[src/rtl/loader_pkg.sv]
// Shared types and constants for the program loader.
// LOADER_CHECKSUM_EN adds the trailing checksum byte stage (CHECK state).
package loader_pkg;

  localparam int BYTES_PER_WORD = 4;

  typedef enum logic [2:0] {
    IDLE,
    RECEIVE,
    WRITE,
`ifdef LOADER_CHECKSUM_EN
    CHECK,
`endif
    DONE
  } loader_state_t;

endpackage

[src/rtl/program_loader_byte_packer.sv]
// Collects four upstream bytes into one little-endian instruction word.
// Unaffected by LOADER_CHECKSUM_EN; the checksum byte never reaches this block.
module byte_packer
  import loader_pkg::*;
(
  input  logic        clk,
  input  logic        reset,
  input  logic        clear,
  input  logic        byte_strobe,
  input  logic [7:0]  byte_data,
  output logic [31:0] packed_word,
  output logic        word_complete
);

  logic [1:0]  byte_count;
  logic [31:0] assembly_reg;

  // The incoming byte is merged into its lane so the full word is visible in the completing cycle.
  always_comb begin
    packed_word = assembly_reg;
    packed_word[{byte_count, 3'b000} +: 8] = byte_data;
  end

  assign word_complete = byte_strobe && (byte_count == 2'(BYTES_PER_WORD - 1));

  always_ff @(posedge clk or negedge reset) begin
    if (!reset) begin
      byte_count   <= '0;
      assembly_reg <= '0;
    end else if (clear) begin
      byte_count   <= '0;
      assembly_reg <= '0;
    end else if (byte_strobe) begin
      byte_count   <= byte_count + 2'd1;
      assembly_reg <= packed_word;
    end
  end

endmodule

[src/rtl/program_loader.sv]
// Streams bytes into instruction memory words, holding the core until loading ends.
// Define LOADER_CHECKSUM_EN to require a trailing modulo-256 checksum byte.
module program_loader
  import loader_pkg::*;
#(
  parameter int data_bits    = 32,
  parameter int memory_depth = 256,
  parameter int address_bits = $clog2(memory_depth)
) (
  input  logic                    clk,
  input  logic                    reset,
  input  logic                    start,
  input  logic [address_bits:0]   word_count,
  input  logic                    byte_valid,
  input  logic [7:0]              byte_data,
  output logic                    byte_ready,
  output logic                    mem_write_enable,
  output logic [address_bits-1:0] mem_address,
  output logic [data_bits-1:0]    mem_data,
  output logic                    busy,
  output logic                    done,
  output logic                    core_hold,
  output logic                    checksum_error
);

  localparam logic [address_bits:0] DEPTH_COUNT = (address_bits + 1)'(memory_depth);

  loader_state_t state, next_state;

  logic [address_bits-1:0] word_index;
  logic [address_bits-1:0] last_index;
  logic [address_bits:0]   effective_count;
  logic                    start_accept;
  logic                    start_load;
  logic                    byte_fire;
  logic                    packer_strobe;
  logic                    word_complete;
  logic                    words_remain;
  logic [31:0]             packed_word;

  assign effective_count = (word_count > DEPTH_COUNT) ? DEPTH_COUNT : word_count;
  assign start_accept    = start && ((state == IDLE) || (state == DONE));
  assign start_load      = start_accept && (effective_count != '0);
  assign byte_fire       = byte_valid && byte_ready;
  assign packer_strobe   = byte_fire && (state == RECEIVE);
  assign words_remain    = (word_index != last_index);

  byte_packer u_byte_packer (
    .clk          (clk),
    .reset        (reset),
    .clear        (start_load),
    .byte_strobe  (packer_strobe),
    .byte_data    (byte_data),
    .packed_word  (packed_word),
    .word_complete(word_complete)
  );

  always_ff @(posedge clk or negedge reset) begin
    if (!reset) state <= IDLE;
    else        state <= next_state;
  end

  always_comb begin
    next_state       = state;
    byte_ready       = 1'b0;
    mem_write_enable = 1'b0;
    busy             = 1'b0;
    done             = 1'b0;
    core_hold        = 1'b1;
    case (state)
      IDLE: begin
        if (start_accept) next_state = start_load ? RECEIVE : DONE;
      end
      RECEIVE: begin
        busy       = 1'b1;
        byte_ready = 1'b1;
        if (word_complete) next_state = WRITE;
      end
      WRITE: begin
        busy             = 1'b1;
        mem_write_enable = 1'b1;
`ifdef LOADER_CHECKSUM_EN
        next_state = words_remain ? RECEIVE : CHECK;
`else
        next_state = words_remain ? RECEIVE : DONE;
`endif
      end
`ifdef LOADER_CHECKSUM_EN
      CHECK: begin
        busy       = 1'b1;
        byte_ready = 1'b1;
        if (byte_valid) next_state = DONE;
      end
`endif
      DONE: begin
        done      = 1'b1;
        core_hold = 1'b0;
        if (start_accept) next_state = start_load ? RECEIVE : DONE;
      end
      default: next_state = IDLE;
    endcase
  end

  // The memory bus only moves as a word completes, so it is stable for the whole WRITE cycle and after.
  always_ff @(posedge clk or negedge reset) begin
    if (!reset) begin
      word_index  <= '0;
      last_index  <= '0;
      mem_address <= '0;
      mem_data    <= '0;
    end else begin
      if (start_load) begin
        word_index <= '0;
        last_index <= address_bits'(effective_count - 1'b1);
      end
      if (packer_strobe && word_complete) begin
        mem_address <= word_index;
        mem_data    <= data_bits'(packed_word);
      end
      if ((state == WRITE) && words_remain) word_index <= word_index + 1'b1;
    end
  end

`ifdef LOADER_CHECKSUM_EN
  logic [7:0] checksum_sum;
  logic [7:0] checksum_total;
  logic       checksum_flag;

  assign checksum_total = checksum_sum + byte_data;

  always_ff @(posedge clk or negedge reset) begin
    if (!reset) begin
      checksum_sum  <= '0;
      checksum_flag <= 1'b0;
    end else if (start_load) begin
      checksum_sum  <= '0;
      checksum_flag <= 1'b0;
    end else if (packer_strobe) begin
      checksum_sum  <= checksum_total;
    end else if ((state == CHECK) && byte_fire) begin
      checksum_flag <= (checksum_total != 8'h00);
    end
  end

  assign checksum_error = checksum_flag;
`else
  assign checksum_error = 1'b0;
`endif

endmodule

[config.mk]
export PLATFORM = sky130hd
export DESIGN_NAME = program_loader
export DESIGN_NICKNAME = d
export VERILOG_FILES = /design/src/rtl/loader_pkg.sv /design/src/rtl/program_loader_byte_packer.sv /design/src/rtl/program_loader.sv
export SDC_FILE = /design/constraint.sdc
export NUM_CORES = 1
export LEC_CHECK = 0
export ABC_CLOCK_PERIOD_IN_PS = 6400
export CORE_AREA = 2 2 103 105
export DETAILED_ROUTE_END_ITERATION = 16
export DIE_AREA = 0 0 105 107
export HOLD_SLACK_MARGIN = 0.08
export PLACE_DENSITY = 0.79
export SYNTH_ARGS = -nofsm -noshare
export SYNTH_HDL_FRONTEND = slang
export SYNTH_HIERARCHICAL = 1
export SYNTH_SLANG_ARGS = --single-unit
[constraint.sdc]
create_clock -name clk -period 6.4 [get_ports clk]
set_input_delay 1.28 -clock clk [delete_from_list [all_inputs] [get_ports clk]]
set_output_delay 1.28 -clock clk [all_outputs]
set_load 0.01 [all_outputs]
; Yosys cells after proc, flatten, opt, wreduce, memory -nomap -nowiden
; Index checks and enable logic that the tools add are counted.
[op_classes]
n_addsub = 4
n_lt_le_gt_ge = 1
n_eq_ne = 7
n_shift = 2
muxes = 18
n_reduce_logical = 15
[ops]
columns = cell, n
row1 = $mux 32, 2
row2 = $bwmux 32, 1
row3 = $shift 8x7->32 const A, 1
row4 = $shiftx 8x7->32, 1
row5 = $mux 8, 2
row6 = $gt 9x9->1 const B, 1
row7 = $mux 9, 1
row8 = $pmux 3 s3, 1
row9 = $reduce_bool 9->1, 1
row10 = $add 8x1->8 const B, 1
row11 = $mux 2, 4
row12 = $ne 8x8->1, 1
row13 = $sub 8x1->8 const B, 1
row14 = $logic_and 1x1->1, 7
row15 = $neg 5->7, 1
row16 = $eq 3x2->1 const B, 2
row17 = $mux 3, 2
row18 = $mux 1, 5
row19 = $reduce_bool 2->1, 2
row20 = $reduce_or 2->1, 2
row21 = $eq 3x1->1 const B, 1
row22 = $logic_not 3->1, 1
row23 = $add 2x1->2 const B, 1
row24 = $eq 2x2->1 const B, 1
row25 = other kinds (4), 4
[totals]
reg_bits = 93
input_bits = 21
output_inout_bits = 46
elab_cells = 54

; Depth between registers and ports, before layout
; Gate-level depths: netlist (run 1).
[logic_depth]
depth_word = 7
depth_mapped = 10
mapped_depth_nobuf = 9

; Modules after synthesis
; The synthesis (run 1) kept the hierarchy.
[by_module_without_submodules]
columns = module, n_inst, cells_per_inst, area_per_inst_um2, seq_area_each_um2
row1 = program_loader, 1, 215, 2683.8, 1451.4
row2 = byte_packer, 1, 200, 1960.6, 850.8

; Least setup slack after synthesis (run 1)
; Ideal clock, no wire load.
[synth_path]
path_type = input -> register
from = in word_count[2]
to = reg u_byte_packer.assembly_reg[25]
setup_time_ns = 0.101
t_arrival_ns = 2.965
t_required_ns = 6.299
path_slack_ns = 3.334
path_stages = 7
path_buffers = 1
cell_sequence = or4_4 > nor3_4 > a21o_4 > inv_4 > clkbuf_1 > or2_2 > o32ai_1
[synth_via]
elab_chain_len = 5
elab_cells_between_ends = 6
classes_between = order compare (1) / mux (2) / reduce/logical (3)
[synth_rtl]
columns = element, line_no
row1 = start: declaration, program_loader.sv:13  ; input logic [address_bits:0] word_count,
row2 = $gt 9x9->1, program_loader.sv:41  ; assign effective_count = (word_count > DEPTH_COUNT) ? DEPTH_COUNT : word_count;
row3 = $mux 9 (*), program_loader.sv:41
row4 = $reduce_bool 9->1 (*), program_loader.sv:43  ; assign start_load = start_accept && (effective_count != '0);
row5 = $logic_and 1x1->1 (*), program_loader.sv:43
row6 = via start_load, program_loader.sv:34  ; logic start_load;
row7 = $mux 32 / $reduce_bool 2->1 (equally long branches), -
row8 = end signal: assignment, program_loader_byte_packer.sv:35  ; assembly_reg <= packed_word;
row9 = end: declaration, program_loader_byte_packer.sv:16  ; logic [31:0] assembly_reg;
; The timed path passes the listed nets; every way through them passes the cells marked *.
; A chain may end at the register's enable or synchronous reset.

; Worst setup path in the final report (run 1)
[layout_path]
from = in byte_valid
to = reg mem_data[13]
[layout_via]
elab_chain_len = 4
[layout_rtl]
columns = element, line_no
row1 = start: declaration, program_loader.sv:14  ; input logic byte_valid,
row2 = $logic_and 1x1->1, program_loader.sv:44  ; assign byte_fire = byte_valid && byte_ready;
row3 = $logic_and 1x1->1, program_loader.sv:45  ; assign packer_strobe = byte_fire && (state == RECEIVE);
row4 = via packer_strobe, program_loader.sv:36  ; logic packer_strobe;
row5 = $logic_and 1x1->1, program_loader_byte_packer.sv:24  ; assign word_complete = byte_strobe && (byte_count == 2'(BYTES_PER_WORD - 1));
row6 = via word_complete, program_loader.sv:37  ; logic word_complete;
row7 = $logic_and 1x1->1, program_loader.sv:116  ; if (packer_strobe && word_complete) begin
row8 = end signal: assignment, program_loader.sv:118  ; mem_data <= data_bits'(packed_word);
row9 = end: declaration, program_loader.sv:19  ; output logic [data_bits-1:0] mem_data,
; The timed path passes the listed nets, and every way through them passes these cells.

==> summary.txt, run 1 <==
======================================================================================
Pin count of the biggest net entering global routing ....................           90
Sequential fraction of design power .....................................        0.420
Internal power contribution .............................................     1.086 mW
DRC viols ...............................................................            0
Proportion of layout cells with a drive suffix above 1 ..................       0.1561
Total chip power ........................................................     1.680 mW
Clock insertion delay at the later pin of the skew report ...............      0.36 ns
Share of the clock period used by the worst path ........................       0.5563
Setup repair after global routing missed its margin .....................           no
Iteration-0 DRC count of the detailed router ............................          287
Clock slew at the register clock pins of the worst setup and hold paths .      0.09 ns
Remaining antenna violation count .......................................            0
Most common library cell in the layout ignoring fill and taps ........... sky130_fd_sc_hd__dfrtp_1
Placed instance area ....................................................    5353 um^2
Outcome ................................................................. complete, no violations
Number of nets at the end of the flow ...................................          503
Fraction of power consumed by the clock network .........................        0.251
Final setup violation count .............................................            0
Number of pins with negative max-slew slack in the final report .........            0
Worst min-delay path class ..............................................   reg -> reg
Layout Cell Area excl Fill ..............................................    5565 um^2
Endpoint class of the critical path .....................................    flip-flop
Gp weighted congestion ..................................................       0.8036
Accumulated negative setup slack ........................................         0 ns
Antenna diode count .....................................................            0
Leading register cell type out of synthesis ............................. sky130_fd_sc_hd__dfrtp_1
Number of failing hold endpoints at the final stage .....................            0
Maximum capacitance violations ..........................................            0
Routed wire length ......................................................     10.09 mm
Die Outline Area ........................................................   11240 um^2
Maximum operating frequency .............................................    280.9 MHz
Total congestion overflow ...............................................            0
Part of the Yosys area used for sequential elements .....................       0.4957
Clock tree from TritonCTS ...............................................        built
H-Tree Level Count ......................................................            3
Logic gate share of total power .........................................        0.330
Hold Slack ..............................................................    0.5087 ns
Clock Path Buffers ......................................................            2
Die extent in x .........................................................       105 um
Worst-case clock skew ...................................................  0.008369 ns
Post-synthesis cell count ...............................................          415
Synthesis-stage register bit count ......................................           92
Core area ...............................................................   10090 um^2
Switch Pwr ..............................................................    0.5946 mW
Number of buffer cells added on primary ports ...........................           65
R2r setup slk ...........................................................      3.43 ns
Count of filler cells inserted in the layout ............................          913
Growth of design area from synthesis to finish ..........................       19.83%
Unique cell type count in the Yosys netlist .............................           50
VDD IR max ..............................................................     194.8 uV
First-pass GRT wire length ..............................................     17.05 mm
Worst Setup Path Type ...................................................    in -> reg
Initial Util ............................................................       0.4602
Number of rows created at floorplan .....................................           37
Peak fanout along the critical path .....................................           30
Number of enable flip-flop cells after synthesis ........................            0
Async S/R FF share, synth ...............................................        1.000
Cell depth of the worst min-delay path ..................................            1
Sink count of the clock tree ............................................           92
Crit path launch type ................................................... primary input
Length of the first detailed-routing pass in iterations .................            5
Via density per instance ................................................        5.679
Number of buffers inserted by hold repair at cts ........................            0
Total of warnings raised by yosys .......................................            6
Number of vias in the routed layout .....................................         3464
Vias in the first global route ..........................................         3355
Cell Pwr Density ........................................................ 302.0 nW/um^2
Placed wire-length estimate .............................................     6.708 mm
Arrival time worst endpoint .............................................      3.80 ns
Cts bufs inserted .......................................................            9
Actual slew at the worst max-slew pin ...................................     1.088 ns
Post-cts sizing count ...................................................            0
Clock Tree Root ......................................................... sky130_fd_sc_hd__clkbuf_8
Total routing usage reported by global routing ..........................       0.1894
I/O Pins ................................................................           67
Final Core Density ......................................................       0.5515
Post-CTS repair timing setup buffer count ...............................            0
Post-synthesis average cell area ........................................   11.19 um^2
Antenna violations before repair ........................................            0
Top library cells by usage in the layout, fill and taps aside ........... sky130_fd_sc_hd__dfrtp_1 (92), sky130_fd_sc_hd__clkdlybuf4s50_1 (64), sky130_fd_sc_hd__mux2_2 (44), sky130_fd_sc_hd__nand2_1 (34), sky130_fd_sc_hd__a22o_1 (29)
Shortest clock period the worst path allows after layout ................     3.560 ns
Worst slew margin relative to its limit .................................       0.2745
Floorplan die height ....................................................       107 um
Final routed wire length divided by cell count ..........................     16.54 um
Post-Synthesis Net Count ................................................          448
Worst r2r path cells ....................................................            9
P_leak ..................................................................     2.562 nW
Req. time, crit path ....................................................      6.64 ns
Switching share of total power ..........................................       0.3539
Netlist area before placement ...........................................    4644 um^2
======================================================================================
==> cell families (layout without fill, tap and decap cells) <==
logic type / Yosys count / in the layout / share of synthesized area
and+or+nand+nor: 111 / 111 / 0.1336
DFF: 92 / 92 / 0.4957
AOI/OAI and AO/OA: 89 / 89 / 0.1457
muxes: 50 / 50 / 0.1196
buffers and inverters: 47 / 106 / 0.04768
xor gates and xnor gates: 13 / 13 / 0.02452
adders and majority gates: 12 / 12 / 0.03233
other: 1 / 1 / 0.0008074
==> through the flow <==
step                std cells  worst slack, ns
detailed placement        595            2.483
finish                    610            2.840
global placement          595            2.576
CTS                       610            2.864
global route              610            2.684
floorplan                 415            3.334
==> path summary, 6_finish.rpt <==
path | start | endpoint
min reg2reg | mem_data[14] | mem_data[14]
max | byte_valid | mem_data[13]
max in group asynchronous | reset | u_byte_packer/assembly_reg[27]
min in group asynchronous | reset | mem_data[11]
min | mem_data[14] | mem_data[14]
max reg2reg | state[1] | mem_data[13]
==> per-layer routing <==
layer / vias up / global-route usage / part of all wire
met2: 120 / 0.3112 / 0.48
met3: 20 / 0.03343 / 0.050
li1: 1608 / - / -
met5: - / 0 / 0
met4: 0 / 0.06571 / 0.015
met1: 1716 / 0.2539 / 0.46
==> cell type report <==
cell class / instances / area [um^2] / area share
inverter: 23 / 88.84 / 0.01596
multi-input combinational: 276 / 2121 / 0.3811
timing repair buffer: 68 / 670.6 / 0.1205
sequential: 92 / 2302 / 0.4137
tap: 136 / 170.2 / 0.03058
clock inverter: 6 / 88.84 / 0.01596
clock buffer: 9 / 123.9 / 0.02226
==> power by group through the flow <==
stage / clock (mW) / sequential (mW) / combinational, mW
global placement: 0 / 0.713 / 0.528
detailed placement: 0 / 0.716 / 0.547
floorplan: 0 / 0.699 / 0.417
CTS: 0.429 / 0.706 / 0.553
finish: 0.421 / 0.705 / 0.554
global route: 0.455 / 0.717 / 0.613
==> Yosys cell counts (all sizes together) (4+ instances only) <==
cell type	n	area (um^2)
a21oi	10	50.05
xnor2	4	35.03
o32ai	5	43.79
a21o	4	37.53
o21ai	16	80.08
a2bb2oi	4	35.03
clkbuf	10	37.54
and3	4	25.02
xor2	9	78.83
dfrtp	92	2302
mux2	44	495.5
a32oi	11	96.34
buf	14	95.09
a22o	29	254.0
nand3	12	60.06
ha	12	150.1
nand2b	5	31.28
nand2	34	127.6
inv	23	88.84
mux2i	6	60.06
and4b	4	40.04
nor2	28	105.1
==> critical path, stage by stage <==
cell                              delay, ns
sky130_fd_sc_hd__clkdlybuf4s50_1       0.39
sky130_fd_sc_hd__and2_1                0.16
sky130_fd_sc_hd__buf_4                 0.23
sky130_fd_sc_hd__nand2_1               0.29
sky130_fd_sc_hd__inv_1                 0.10
sky130_fd_sc_hd__nand2_1               0.50
sky130_fd_sc_hd__buf_4                 0.44
sky130_fd_sc_hd__mux2_2                0.38
No activity file was read; power rests on OpenSTA's default activity.
==> inputs of run 2 (changes only) <==
--- a/config.mk
+++ b/config.mk
@@ -5,7 +5,7 @@
 export SDC_FILE = /design/constraint.sdc
 export NUM_CORES = 1
 export LEC_CHECK = 0
-export ABC_CLOCK_PERIOD_IN_PS = 6400
+export ABC_CLOCK_PERIOD_IN_PS = 3550
 export CORE_AREA = 2 2 103 105
 export DETAILED_ROUTE_END_ITERATION = 16
 export DIE_AREA = 0 0 105 107
==> constraint.sdc (replaced) <==
create_clock -name clk -period 3.55 [get_ports clk]
set_input_delay 0.71 -clock clk [delete_from_list [all_inputs] [get_ports clk]]
set_output_delay 0.71 -clock clk [all_outputs]
set_load 0.01 [all_outputs]
==> summary.txt, run 2 (synthesized netlist as in run 1, its figures left out) <==
======================================================================================
Endpoint class of the critical path .....................................    flip-flop
Antenna diode count .....................................................            0   unchanged
Antenna violations before repair ........................................            0   unchanged
Crit path launch type ................................................... primary input
Hold Slack ..............................................................    0.5036 ns   -0.005089 ns
Top library cells by usage in the layout, fill and taps aside ........... sky130_fd_sc_hd__dfrtp_1 (92), sky130_fd_sc_hd__clkdlybuf4s50_1 (64), sky130_fd_sc_hd__mux2_2 (44), sky130_fd_sc_hd__nand2_1 (34), sky130_fd_sc_hd__a22o_1 (29)
First-pass GRT wire length ..............................................     16.31 mm   -4.3%
Pin count of the biggest net entering global routing ....................           93   +3.3%
Vias in the first global route ..........................................         3236   -3.5%
Clock Path Buffers ......................................................            2   unchanged
Number of buffers inserted by hold repair at cts ........................            0   unchanged
Clock Tree Root ......................................................... sky130_fd_sc_hd__clkbuf_8
Initial Util ............................................................       0.4602   unchanged
Floorplan die height ....................................................       107 um   unchanged
Total congestion overflow ...............................................            0   unchanged
Placed wire-length estimate .............................................     6.633 mm   -1.1%
Most common library cell in the layout ignoring fill and taps ........... sky130_fd_sc_hd__dfrtp_1
Setup repair after global routing missed its margin .....................           no
Via density per instance ................................................        5.584   -1.7%
Growth of design area from synthesis to finish ..........................       19.72%   about the same
Cts bufs inserted .......................................................            9   unchanged
Core area ...............................................................   10090 um^2   unchanged
Die extent in x .........................................................       105 um   unchanged
Die Outline Area ........................................................   11240 um^2   unchanged
Actual slew at the worst max-slew pin ...................................     1.137 ns   +0.04916 ns
Worst slew margin relative to its limit .................................       0.2417   -0.03278
Remaining antenna violation count .......................................            0   unchanged
Total routing usage reported by global routing ..........................       0.1815   -0.007922
Worst min-delay path class ..............................................   reg -> reg
Number of failing hold endpoints at the final stage .....................            0   unchanged
Clock slew at the register clock pins of the worst setup and hold paths .      0.08 ns   about the same
Accumulated negative setup slack ........................................         0 ns   unchanged
H-Tree Level Count ......................................................            3   unchanged
Number of pins with negative max-slew slack in the final report .........            0   unchanged
Maximum operating frequency .............................................    339.7 MHz
Req. time, crit path ....................................................      3.85 ns   -2.79 ns
P_leak ..................................................................     2.564 nW   about the same
Post-cts sizing count ...................................................            0   unchanged
Clock tree from TritonCTS ...............................................        built
VDD IR max ..............................................................     335.9 uV   +72%
Peak fanout along the critical path .....................................           39   +30%
Outcome ................................................................. complete, no violations
Worst Setup Path Type ...................................................    in -> reg
Proportion of layout cells with a drive suffix above 1 ..................       0.1540   -0.002110
Share of the clock period used by the worst path ........................       0.8292
Final routed wire length divided by cell count ..........................     15.98 um   -3.4%
Shortest clock period the worst path allows after layout ................     2.944 ns
I/O Pins ................................................................           67   unchanged
Length of the first detailed-routing pass in iterations .................            4   -1
Number of nets at the end of the flow ...................................          502   -0.20%
Clock insertion delay at the later pin of the skew report ...............      0.36 ns   about the same
Iteration-0 DRC count of the detailed router ............................          268   -6.6%
Sink count of the clock tree ............................................           92   unchanged
DRC viols ...............................................................            0   unchanged
Maximum capacitance violations ..........................................            0   unchanged
Number of vias in the routed layout .....................................         3406   -1.7%
Number of buffer cells added on primary ports ...........................           65   unchanged
Worst-case clock skew ...................................................  0.007769 ns   -0.0005995 ns
Post-CTS repair timing setup buffer count ...............................            0   unchanged
Cell Pwr Density ........................................................ 535.1 nW/um^2   +77%
Arrival time worst endpoint .............................................      3.24 ns   -0.56 ns
Routed wire length ......................................................     9.745 mm   -3.4%
Gp weighted congestion ..................................................       0.8018   -0.22%
Final setup violation count .............................................            0   unchanged
Number of rows created at floorplan .....................................           37   unchanged
======================================================================================
## run 2: final cells by class
type	instances	area, um^2
sequential	92	2302
tap	136	170.2
inverter	23	88.84
clock inverter	4	47.55
timing repair buffer	67	675.6
fill	890	4532
clock buffer	12	155.1
multi-input combinational	276	2121
## run 2: metrics by stage
stage / std cells / power, mW / util / worst slack (ns) / area (um^2)
2_1_floorplan: 415 / 2.012 / - / 1.054 / 4644
3_3_place_gp: 594 / 2.241 / 0.5309 / 0.4352 / 5358
3_5_place_dp: 594 / 2.271 / 0.5309 / 0.2863 / 5358
4_1_cts: 610 / 2.991 / 0.5510 / 0.6579 / 5560
5_1_grt: 610 / 3.166 / 0.5510 / 0.4980 / 5560
6_report: 610 / 2.975 / 0.5510 / 0.6063 / 5560
## run 2: final timing paths
check	start	to	slack (ns)	cells past startpoint
min in group asynchronous	reset	mem_data[11]	0.53	1
hold / removal	last_index[5]	last_index[5]	0.50	2
max in group asynchronous	reset	mem_address[2]	2.26	1
setup reg to reg	state[1]	mem_address[2]	1.10	8
setup / recovery	word_count[2]	u_byte_packer/assembly_reg[18]	0.61	7
hold reg to reg	last_index[5]	last_index[5]	0.50	2
## run 2: report_power, final
group | switching [mW] | internal, mW
clock network | 0.351 | 0.362
registers | 0.106 | 1.17
logic | 0.593 | 0.397
total | 1.05 | 1.92
## run 2: per-layer routing
layer	vias up	wire length [um]	track usage	share of wire
met5	-	0	0	0
met4	0	188	0.07333	0.019
met3	15	490	0.03708	0.050
met2	96	4551	0.2825	0.47
met1	1703	4515	0.2491	0.46
li1	1592	-	-	-
## run 2: critical path, cell delays in order
cell	delay (ns)
sky130_fd_sc_hd__clkdlybuf4s50_1	0.48
sky130_fd_sc_hd__or4_4	0.61
sky130_fd_sc_hd__nor3_4	0.23
sky130_fd_sc_hd__a21o_4	0.27
sky130_fd_sc_hd__inv_4	0.19
sky130_fd_sc_hd__a21oi_1	0.49
sky130_fd_sc_hd__a22o_1	0.24
==> inputs of run 3 (changes only) <==
--- a/config.mk
+++ b/config.mk
@@ -5,7 +5,7 @@
 export SDC_FILE = /design/constraint.sdc
 export NUM_CORES = 1
 export LEC_CHECK = 0
-export ABC_CLOCK_PERIOD_IN_PS = 3550
+export ABC_CLOCK_PERIOD_IN_PS = 2900
 export CORE_AREA = 2 2 103 105
 export DETAILED_ROUTE_END_ITERATION = 16
 export DIE_AREA = 0 0 105 107
==> constraint.sdc (replaced) <==
create_clock -name clk -period 2.9 [get_ports clk]
set_input_delay 0.58 -clock clk [delete_from_list [all_inputs] [get_ports clk]]
set_output_delay 0.58 -clock clk [all_outputs]
set_load 0.01 [all_outputs]
==> summary.txt, run 3 (synthesized netlist as in run 1, its figures left out) <==
======================================================================================
Most common library cell in the layout ignoring fill and taps ........... sky130_fd_sc_hd__dfrtp_1
Fraction of power consumed by the clock network .........................        0.234   -0.006
Total routing usage reported by global routing ..........................       0.1890   +0.007520
Post-cts sizing count ...................................................            0   unchanged
Sink count of the clock tree ............................................           92   unchanged
Endpoint class of the critical path .....................................    flip-flop
Crit path launch type ................................................... primary input
Die Outline Area ........................................................   11240 um^2   unchanged
Final setup violation count .............................................            0   unchanged
Number of rows created at floorplan .....................................           37   unchanged
DRC viols ...............................................................            0   unchanged
Internal power contribution .............................................     2.362 mW   +23%
Number of nets at the end of the flow ...................................          511   +1.8%
Number of buffers inserted by hold repair at cts ........................            0   unchanged
Post-CTS repair timing setup buffer count ...............................            0   unchanged
Sequential fraction of design power .....................................        0.422   -0.005
Clock tree from TritonCTS ...............................................        built
Cell Count Post-Placement ...............................................          603   +1.5%
P_leak ..................................................................     2.600 nW   +1.4%
Maximum operating frequency .............................................    399.7 MHz
Placed wire-length estimate .............................................     7.185 mm   +8.3%
Outcome ................................................................. complete, no violations
Worst slew margin relative to its limit .................................       0.6357   +0.3940
Cts bufs inserted .......................................................            9   unchanged
Via density per instance ................................................        5.606   +0.40%
H-Tree Level Count ......................................................            3   unchanged
Count of filler cells inserted in the layout ............................          887   -0.34%
Switching share of total power ..........................................       0.3598   +0.006633
Req. time, crit path ....................................................      3.14 ns   -0.71 ns
Number of buffer cells added on primary ports ...........................           65   unchanged
Reg-to-Reg Start ........................................................ u_byte_packer/byte_count[0]
Total congestion overflow ...............................................            0   unchanged
Antenna violations before repair ........................................            0   unchanged
Final routed wire length divided by cell count ..........................     16.26 um   +1.8%
Number of vias in the routed layout .....................................         3470   +1.9%
VDD IR max ..............................................................     458.7 uV   +37%
Core area ...............................................................   10090 um^2   unchanged
Capture instance of the worst register-to-register path ................. mem_data[23]
Actual slew at the worst max-slew pin ...................................    0.5465 ns   -0.5909 ns
Multi-input combinational cell area .....................................    2121 um^2   unchanged
Pin count of the biggest net entering global routing ....................           53   -43%
Worst r2r path cells ....................................................            6   -2
Clock slew at the register clock pins of the worst setup and hold paths .      0.09 ns   about the same
Accumulated negative setup slack ........................................         0 ns   unchanged
Number of failing hold endpoints at the final stage .....................            0   unchanged
Share of the clock period used by the worst path ........................       0.8626
I/O Pins ................................................................           67   unchanged
Number of pins with negative max-slew slack in the final report .........            0   unchanged
Vias in the first global route ..........................................         3476   +7.4%
Top library cells by usage in the layout, fill and taps aside ........... sky130_fd_sc_hd__dfrtp_1 (92), sky130_fd_sc_hd__clkdlybuf4s50_1 (64), sky130_fd_sc_hd__mux2_2 (44), sky130_fd_sc_hd__nand2_1 (34), sky130_fd_sc_hd__a22o_1 (29)
First-pass GRT wire length ..............................................     16.95 mm   +3.9%
Die extent in x .........................................................       105 um   unchanged
Worst Setup Path Type ...................................................    in -> reg
Crit path from .......................................................... word_count[2]
Floorplan die height ....................................................       107 um   unchanged
Worst min-delay path class ..............................................  in -> async
Initial Util ............................................................       0.4602   unchanged
Length of the first detailed-routing pass in iterations .................            6   +2
Clock Path Buffers ......................................................            2   unchanged
Shortest clock period the worst path allows after layout ................     2.502 ns
Clock insertion delay at the later pin of the skew report ...............      0.36 ns   about the same
Count of non-filler cells in the finished layout ........................          619   +1.5%
Iteration-0 DRC count of the detailed router ............................          341   +27%
R2r setup slk ...........................................................      0.53 ns   -0.57 ns
Gp weighted congestion ..................................................       0.8119   +1.3%
Peak fanout along the critical path .....................................           13   -67%
Proportion of layout cells with a drive suffix above 1 ..................       0.1698   +0.01576
Logic gate share of total power .........................................        0.344   +0.011
Remaining antenna violation count .......................................            0   unchanged
Sequential cell area ....................................................    2302 um^2   unchanged
Arrival time worst endpoint .............................................      2.74 ns   -0.50 ns
Setup repair after global routing missed its margin .....................           no
Routed wire length ......................................................     10.07 mm   +3.3%
Antenna diode count .....................................................            0   unchanged
Cell Pwr Density ........................................................ 655.9 nW/um^2   +23%
Clock Tree Root ......................................................... sky130_fd_sc_hd__clkbuf_8
Maximum capacitance violations ..........................................            0   unchanged
Switch Pwr ..............................................................     1.327 mW   +26%
Worst-case clock skew ...................................................   0.01027 ns   +0.002501 ns
Growth of design area from synthesis to finish ..........................       21.12%
======================================================================================
-- run 3: how the worst max path moves through the flow --
| stage | endpoint | slack, ns | cells after the start |
|---|---|---|---|
| 6_report | u_byte_packer/assembly_reg[28] | 0.40 | 7 |
| 4_1_cts | u_byte_packer/assembly_reg[28] | 0.42 | 7 |
| 3_3_place_gp | u_byte_packer/assembly_reg[17] | 0.14 | 7 |
| 2_1_floorplan | u_byte_packer/assembly_reg[25] | 0.53 | 7 |
| 5_1_grt | u_byte_packer/assembly_reg[23] | 0.31 | 9 |
| 3_5_place_dp | u_byte_packer/assembly_reg[28] | 0.05 | 7 |
-- run 3: routing by layer --
metal  wire, um  track usage
met5          0            0
met4        153      0.06476
met3        619      0.04498
met2       4961       0.3173
met1       4334       0.2406
-- run 3: final cells by class --
class,count,share of cell area
Clock buffer,10,0.02269
Clock inverter,6,0.01290
Inverter,23,0.01579
Multi-Input combinational cell,276,0.3770
Sequential cell,92,0.4093
Tap cell,136,0.03025
Timing Repair Buffer,76,0.1321
-- run 3: worst max-delay path: stages --
cell	delay (ns)
sky130_fd_sc_hd__clkdlybuf4s50_1	0.47
sky130_fd_sc_hd__or4_4	0.60
sky130_fd_sc_hd__nor3_4	0.20
sky130_fd_sc_hd__a21o_4	0.17
sky130_fd_sc_hd__inv_4	0.07
sky130_fd_sc_hd__or2_2	0.34
sky130_fd_sc_hd__o32ai_1	0.29
-- run 3: per-stage QoR --
step	util	total power, mW	hold WS (ns)	setup slack [ns]	area (um^2)
floorplan	-	2.463	0.2844	0.5338	4644
global placement	0.5376	2.790	0.4824	0.1352	5425
detailed placement	0.5376	2.846	0.4895	0.04769	5425
CTS	0.5574	3.711	0.2000	0.4244	5625
global route	0.5574	3.938	0.2043	0.3075	5625
finish	0.5574	3.690	0.1941	0.3984	5625
-- run 3: power by group through the flow --
stage	Combinational, mW	Clock (mW)	Sequential, mW
floorplan	0.921	0	1.54
global placement	1.22	0	1.57
detailed placement	1.26	0	1.58
CTS	1.27	0.881	1.56
global route	1.42	0.946	1.58
finish	1.27	0.865	1.56
